## src/rtl/mem_pkg.sv

```systemverilog
// rtl/mem_pkg.sv - shared encodings for the load/store memory controller
//
// Contents:
//   SZ_BYTE/SZ_HALF/SZ_WORD/SZ_ILL : i_size encodings
//   state_t                        : controller FSM state encoding
//   is_misaligned()                : request rejection rule
package mem_pkg;

  localparam logic [1:0] SZ_BYTE = 2'b00;
  localparam logic [1:0] SZ_HALF = 2'b01;
  localparam logic [1:0] SZ_WORD = 2'b10;
  localparam logic [1:0] SZ_ILL  = 2'b11;

  typedef enum logic [2:0] {
    IDLE = 3'd0,
    RD   = 3'd1,
    MRG  = 3'd2,
    WR   = 3'd3,
    DONE = 3'd4
  } state_t;

  // Rejected requests: illegal size, odd half, or word not on a 4-byte boundary.
  function automatic logic is_misaligned(input logic [1:0] size, input logic [1:0] lane);
    return (size == SZ_ILL) ||
           ((size == SZ_HALF) && lane[0]) ||
           ((size == SZ_WORD) && (lane != 2'b00));
  endfunction

endpackage

```

## src/rtl/mem_lane_fmt.sv

```systemverilog
// rtl/mem_lane_fmt.sv - combinational load extract/extend and store lane merge
//
// Ports:
//   size       in  access size (SZ_BYTE/SZ_HALF/SZ_WORD)
//   sign_ext   in  1 = sign-extend sub-word loads
//   lane       in  addr[1:0] of the access (little-endian byte lane)
//   wdata      in  right-aligned store data
//   ram_data   in  word read from RAM
//   load_data  out formatted load result
//   merge_data out ram_data with the addressed lane(s) replaced by wdata
module mem_lane_fmt
  import mem_pkg::*;
#(
  parameter int DATA_WIDTH = 32
) (
  input  logic [1:0]            size,
  input  logic                  sign_ext,
  input  logic [1:0]            lane,
  input  logic [DATA_WIDTH-1:0] wdata,
  input  logic [DATA_WIDTH-1:0] ram_data,
  output logic [DATA_WIDTH-1:0] load_data,
  output logic [DATA_WIDTH-1:0] merge_data
);

  logic [4:0]            shamt;
  logic [DATA_WIDTH-1:0] shifted;
  logic [DATA_WIDTH-1:0] lane_mask;

  // Lane k lives at bits [8k+7:8k]; a half is always at an even lane, so the
  // same byte shift covers both sub-word sizes.
  assign shamt   = {lane, 3'b000};
  assign shifted = ram_data >> shamt;

  always_comb begin
    load_data = ram_data;
    lane_mask = '1;
    case (size)
      SZ_BYTE: begin
        load_data = sign_ext ? {{(DATA_WIDTH-8){shifted[7]}}, shifted[7:0]}
                             : {{(DATA_WIDTH-8){1'b0}}, shifted[7:0]};
        lane_mask = {{(DATA_WIDTH-8){1'b0}}, 8'hFF} << shamt;
      end
      SZ_HALF: begin
        load_data = sign_ext ? {{(DATA_WIDTH-16){shifted[15]}}, shifted[15:0]}
                             : {{(DATA_WIDTH-16){1'b0}}, shifted[15:0]};
        lane_mask = {{(DATA_WIDTH-16){1'b0}}, 16'hFFFF} << shamt;
      end
      default: ;
    endcase
  end

  assign merge_data = (ram_data & ~lane_mask) | ((wdata << shamt) & lane_mask);

endmodule

```

## src/rtl/mem_ctrl.sv

```systemverilog
// rtl/mem_ctrl.sv - CPU load/store front end to a word-wide registered-read RAM
//
// Ports:
//   i_clk, i_rst        clock, synchronous active-high reset
//   i_req/i_wr/i_size/i_signed/i_addr/i_wdata  CPU request, sampled in IDLE
//   o_busy              high whenever the FSM is not in IDLE
//   o_done, o_misalign  one-cycle completion pulse / rejected-request flag
//   o_rdata             last successful load result
//   o_ram_addr/o_ram_data/o_ram_we  RAM address (word aligned), write data, write enable
//   i_ram_data          RAM read data, one cycle after the address
module mem_ctrl
  import mem_pkg::*;
#(
  parameter int DATA_WIDTH = 32,
  parameter int ADDR_WIDTH = 8
) (
  input  logic                  i_clk,
  input  logic                  i_rst,
  input  logic                  i_req,
  input  logic                  i_wr,
  input  logic [1:0]            i_size,
  input  logic                  i_signed,
  input  logic [ADDR_WIDTH-1:0] i_addr,
  input  logic [DATA_WIDTH-1:0] i_wdata,
  output logic                  o_busy,
  output logic                  o_done,
  output logic                  o_misalign,
  output logic [DATA_WIDTH-1:0] o_rdata,
  output logic [ADDR_WIDTH-1:0] o_ram_addr,
  output logic [DATA_WIDTH-1:0] o_ram_data,
  output logic                  o_ram_we,
  input  logic [DATA_WIDTH-1:0] i_ram_data
);

  state_t                state;
  logic                  wr_q;
  logic [1:0]            size_q;
  logic                  signed_q;
  logic [1:0]            lane_q;
  logic [DATA_WIDTH-1:0] wdata_q;
  logic [DATA_WIDTH-1:0] load_data;
  logic [DATA_WIDTH-1:0] merge_data;

  mem_lane_fmt #(.DATA_WIDTH(DATA_WIDTH)) u_fmt (
    .size      (size_q),
    .sign_ext  (signed_q),
    .lane      (lane_q),
    .wdata     (wdata_q),
    .ram_data  (i_ram_data),
    .load_data (load_data),
    .merge_data(merge_data)
  );

  assign o_busy   = (state != IDLE);
  assign o_ram_we = (state == WR);

  always_ff @(posedge i_clk) begin
    if (i_rst) begin
      state      <= IDLE;
      o_done     <= 1'b0;
      o_misalign <= 1'b0;
      o_rdata    <= '0;
      o_ram_addr <= '0;
      o_ram_data <= '0;
      wr_q       <= 1'b0;
      size_q     <= SZ_BYTE;
      signed_q   <= 1'b0;
      lane_q     <= 2'b00;
      wdata_q    <= '0;
    end else begin
      case (state)
        IDLE: begin
          o_done     <= 1'b0;
          o_misalign <= 1'b0;
          if (i_req) begin
            wr_q     <= i_wr;
            size_q   <= i_size;
            signed_q <= i_signed;
            lane_q   <= i_addr[1:0];
            wdata_q  <= i_wdata;
            if (is_misaligned(i_size, i_addr[1:0])) begin
              // Rejected: RAM address and data are left untouched.
              state      <= DONE;
              o_done     <= 1'b1;
              o_misalign <= 1'b1;
            end else begin
              o_ram_addr <= {i_addr[ADDR_WIDTH-1:2], 2'b00};
              if (i_wr && (i_size == SZ_WORD)) begin
                // Full-word store needs no read; data goes straight out.
                o_ram_data <= i_wdata;
                state      <= WR;
              end else begin
                state <= RD;
              end
            end
          end
        end
        RD: state <= MRG;
        MRG: begin
          // i_ram_data now holds the word addressed during RD.
          if (wr_q) begin
            o_ram_data <= merge_data;
            state      <= WR;
          end else begin
            o_rdata <= load_data;
            o_done  <= 1'b1;
            state   <= DONE;
          end
        end
        WR: begin
          o_done <= 1'b1;
          state  <= DONE;
        end
        DONE: begin
          o_done     <= 1'b0;
          o_misalign <= 1'b0;
          state      <= IDLE;
        end
        default: state <= IDLE;
      endcase
    end
  end

endmodule
```

## config.mk

```make
export PLATFORM = sky130hd
export DESIGN_NAME = mem_ctrl
export DESIGN_NICKNAME = d
export VERILOG_FILES = /design/src/rtl/mem_pkg.sv /design/src/rtl/mem_lane_fmt.sv /design/src/rtl/mem_ctrl.sv
export SDC_FILE = /design/constraint.sdc
export NUM_CORES = 1
export LEC_CHECK = 0
export ABC_AREA = 1
export CAP_MARGIN = 20
export CORE_MARGIN = 5
export CORE_UTILIZATION = 40
export DETAILED_ROUTE_END_ITERATION = 10
export PLACE_DENSITY_LB_ADDON = 0.2
export SKIP_LAST_GASP = 1
export SYNTH_ARGS = -nofsm -noshare
export SYNTH_HDL_FRONTEND = slang
export SYNTH_HIERARCHICAL = 1
export SYNTH_SLANG_ARGS = --single-unit
```

## constraint.sdc

```tcl
create_clock -name i_clk -period 4.93 [get_ports i_clk]
set_input_delay 1.2325 -clock i_clk [delete_from_list [all_inputs] [get_ports i_clk]]
set_output_delay 1.2325 -clock i_clk [all_outputs]
set_load 0.03 [all_outputs]
```

Word level (Yosys, flattened, before mapping)
Cells that the tools add are included.

Bits of input ports: 79. Flip-flop bits (word level): 113. Output and inout port bits: 76. Word-level logic and storage cells: 70.

Shifts and indexed selects: 4. Bitwise logic cells: 6. Reductions and logical operators: 17. Eq/ne operators: 13. Multiplexer cells: 19.

Operators by type and width (number): $mux W32 (6); $pmux W32 S2 (3); $and A32 B32 Y32 (2); $not A32 Y32 (1); $or A32 B32 Y32 (1); $shl A16 B5 Y32 const A (1); $shl A32 B5 Y32 (1); $shl A8 B5 Y32 const A (1); $shr A32 B5 Y16 (1); $pmux W3 S4 (1); $ne A2 B2 Y1 const B (5); $mux W3 (3); $eq A3 B2 Y1 const B (2); $reduce_and A2 Y1 (3); $reduce_bool A2 Y1 (3); $reduce_and A5 Y1 (1); $eq A2 B1 Y1 const B (2); $eq A2 B2 Y1 const B (2); $pmux W1 S4 (1); $reduce_bool A4 Y1 (1); $eq A3 B1 Y1 const B (1); $eq A3 B3 Y1 const B (1); $logic_and A1 B1 Y1 (3); $logic_not A3 Y1 (1); other kinds (8) (12).

Logic depth before layout (Yosys ltp)
Depth after elaboration: 7. Gate-level depth with buffers: 15. Mapped depth without buffers: 14.

Modules after synthesis
Netlist, hierarchy kept.

Modules (own cells, without submodules): mem_ctrl (cells an instance 696, sequential area each 2262.2 um^2, area each 4722.0 um^2, times used 1); mem_lane_fmt (cells an instance 361, sequential area each 0.0 um^2, area each 1607.8 um^2, times used 1).

Least setup slack after synthesis
Ideal clock, no wire load.

Kind: input -> register. From: input port i_req. To: register o_ram_data[0]. Path slack: 2.634 ns. Data required time: 4.817 ns. Setup time: 0.113 ns. Path buffers: 2. Data arrival time: 2.183 ns. Stages on the path: 7. Cells stage by stage: clkbuf_1 -> nand3_1 -> o21ai_1 -> buf_2 -> nand3_1 -> nand2_1 -> nor2_1.

Cells in the longest elaborated chain, start to end: 2.

Ends and longest elaborated chain: start, declared (RTL line mem_ctrl.sv:19) `input logic i_req,`; $ne A2 B2 Y1 (no source line); $reduce_and A5 Y1 (no source line); end signal, assigned (RTL line mem_ctrl.sv:90) `o_ram_data <= i_wdata;`; end signal, assigned (RTL line mem_ctrl.sv:102) `o_ram_data <= merge_data;`; end, declared (RTL line mem_ctrl.sv:30) `output logic [DATA_WIDTH-1:0] o_ram_data,`.

Every way passes these cells. A chain may end at the register's enable or synchronous reset.

Worst setup path after layout
From: input port i_req. To: register o_ram_data[16].

The elaborated chain is that of the path after synthesis.

==> results.py <==
metrics = {
    "placed_design": {
        "io_buffers": 152,
        "place_inst": 1369,
        "post-dp-hpwl_um": 15400,
        "dpl-instance-area_um2": 7860,
        "gp_congestion": 0.952,
    },
    "setup_path": {
        "crit_path_start_kind": "input port",
        "max_stage_delay_ns": 0.52,
        "path_buf_inv": 3,
        "crit_family": "buffers and inverters",
        "crit_required_ns": 5.24,
        "cpMaxStageDelayCell": "nand3_1",
        "crit_type": "input port to register",
        "crit_fanout": 43,
        "cp-end-kind": "register",
        "cp.arrival_ns": 3.50,
        "crit_chain": "clkdlybuf4s50_1, buf_4, nand3_1, o21ai_2, buf_4, nand3_1, nand2_1, nor2_1",
    },
    "timing": {
        "finalSetupViolCount": 0,
        "totalNegativeSetupSlack_ns": 0,
        "clock_skew_ns": 0.00937,
        "slew_headroom_pct": 31.2,
        "slew_violations": 0,
        "hold_viol": 0,
        "min_period_ns": 3.20,
        "timing.fmax_mhz": 313,
        "tightest_slew_ns": 1.03,
        "fin_hold_ws_ns": 0.467,
        "rsz0062_at_grt": "no",
        "timing.final.crit_share_pct": 64.8,
    },
    "detailed_routing": {
        "wire_per_inst_um": 15.4,
        "drc_errors": 0,
        "antenna_left": 0,
        "drt_first_pass_iters": 5,
        "routed_wl_um": 21600,
        "drt_iter0_drc": 599,
        "via_per_inst": 5.04,
        "num_vias": 7062,
    },
    "clocking": {
        "cts_root_buffer": "clkbuf_16",
        "cts.clk_slew.worst_paths_ns": 0.06,
        "cts_tree": "yes",
        "cts.repair.resized": 0,
        "cts_made_buffers": 17,
        "cts.path.max_buffers": 2,
        "clock_latency_ns": 0.42,
        "clock-sinks": 113,
        "cts_hold_repair.buffers": 0,
        "post-cts-setup-buffer-count": 0,
        "h-tree-depth": 4,
    },
    "floorplan": {
        "initial_core_util_pct": 40.3,
        "core_um2": 15700,
        "dieArea_um2": 18400,
        "die_h_um": 136,
        "die_w_um": 136,
        "io_pins": 155,
        "placementRows": 46,
    },
    "synthesis": {
        "yosysTopAreaCell": "dfxtp_1",
        "yosys-top-cells-area": "dfxtp_1 (36%), nand2_1 (22%), nand3_1 (10%)",
        "synth.top_cell.area_share_pct": 35.7,
        "netlist_instances": 1057,
        "ys_ff_latch": 113,
        "synthFlopType": "dfxtp_1",
        "ys_seq_area_share_pct": 35.7,
        "syn-cell-area_um2": 6330,
        "ys_types": 27,
        "synth_warnings": 6,
        "synth_edf_count": 0,
        "async_flop_share_pct": 0,
        "avgSynthCellArea_um2": 5.99,
    },
    "final_layout": {
        "antennaDiodeCount": 0,
        "fin_nets": 1251,
        "final_cell_area_um2": 8460,
        "final_layout_size_suffix_gt1_share_pct": 5.74,
        "synthToLayoutAreaGrowth_pct": 33.7,
        "fin_cells": 1401,
    },
    "grt": {
        "gr-usage-all-layers_pct": 23.4,
        "grt_start_max_net_pins": 72,
        "grt_pass1_wl_um": 34100,
        "first_global_vias": 6503,
        "antenna_found_initial": 0,
        "grt-ovfl-total": 0,
    },
    "min_path": {
        "holdCritPathClass": "register to register",
    },
    "pwr": {
        "ir_worst_vdd_mv": 0.235,
        "powerDensity_nw_per_um2": 335,
        "p_leak_uw": 0.00384,
    },
    "job": {
        "maxCapViolCount": 0,
    },
    "status": {
        "status": "complete, no violations",
    },
}
layer usage:
| metal | routed length [um] | GRT usage [%] | up-vias |
|---|---|---|---|
| li1 | - | - | 3565 |
| met1 | 9810 | 31.5 | 3217 |
| met2 | 10100 | 37.4 | 244 |
| met3 | 1220 | 4.16 | 36 |
| met4 | 503 | 9.07 | 0 |
| met5 | 0 | 0 | - |
sequential cells by signal (all words and copies together), names as in the netlist:
| signal | flops |
|---|---|
| wdata_q | 32 |
| o_ram_addr | 6 |
| state | 3 |
| signed_q | 1 |
| o_rdata | 32 |
| size_q | 2 |
| wr_q | 1 |
| o_done | 1 |
| o_misalign | 1 |
| o_ram_data | 32 |
| lane_q | 2 |
synthesized netlist by cell type, types with 2 or more instances:
cell and n:
buf_4 7, buf_2 26, a21oi_1 54, inv_2 13
o21ai_0 59, nand2_2 3, clkbuf_1 30, nand3_2 3
nor2_4 4, o21ai_1 2, nand3_1 126, inv_1 55
a22o_1 2, dfxtp_1 113, nand2_1 379, o211ai_1 6
buf_6 4, nor2_1 162
cell families after synthesis:
group                  Yosys count  share of synthesized area (%)
DFF                            113                           35.7
and+or+nand+nor                680                           44.1
buffers and inverters          136                           9.47
other                            1                         0.0592
AOI/OAI and AO/OA              127                           10.7
final cells by class:
type	count	area (um^2)
Inverter	69	259
Sequential cell	113	2260
Multi-Input combinational cell	809	3480
Tap cell	216	270
Clock buffer	22	464
Timing Repair Buffer	162	1600
Fill cell	1640	7250
Clock inverter	10	134
metrics by stage:
step / utilization, % / total power, uW / setup WS [ns]
after detailed placement: 50.0 / 1600 / 1.36
after global routing: 53.9 / 2960 / 1.51
final: 53.9 / 2840 / 1.73
after floorplan: - / 1380 / 2.63
after global placement: 50.0 / 1600 / 1.41
after CTS: 53.9 / 2850 / 1.79
final timing paths:
kind                           from                     endpoint  slack (ns)  cells past startpoint
min          lane_q[1]$_SDFFE_PP0P_       lane_q[1]$_SDFFE_PP0P_        0.47                      2
max reg2reg   state[1]$_SDFFE_PP0P_  o_ram_data[31]$_SDFFE_PP0P_        2.03                     10
max                           i_req  o_ram_data[16]$_SDFFE_PP0P_        1.73                      8
min reg2reg  lane_q[1]$_SDFFE_PP0P_       lane_q[1]$_SDFFE_PP0P_        0.47                      2
cells in the final DEF, fill, tap and decap left out, types with 10 or more instances in the layout:
cell type | synthesis | layout
clkbuf_16 | 0 | 17
inv_2 | 13 | 13
inv_1 | 55 | 55
dfxtp_1 | 113 | 113
buf_4 | 7 | 10
clkdlybuf4s50_1 | 0 | 152
nand3_1 | 126 | 126
nor2_1 | 162 | 162
o21ai_0 | 59 | 59
nand2_1 | 379 | 379
a21oi_1 | 54 | 54
power breakdown:
group	total, uW	switching [uW]	internal (uW)
registers	1010	42.7	964
logic	585	372	213
clock network	1250	430	817
total	2840	845	1990
worst register-to-register path: stages, from the launching register on:
cell     delay, ns
dfxtp_1       0.33
inv_1         0.07
nor2_1        0.15
nand2_2       0.41
nor2_4        0.74
inv_2         0.45
nand2_1       0.19
nor2_2        0.04
buf_4         0.22
nor2_1        0.14
nor2_1        0.06
No activity file was read; power rests on OpenSTA's default activity.
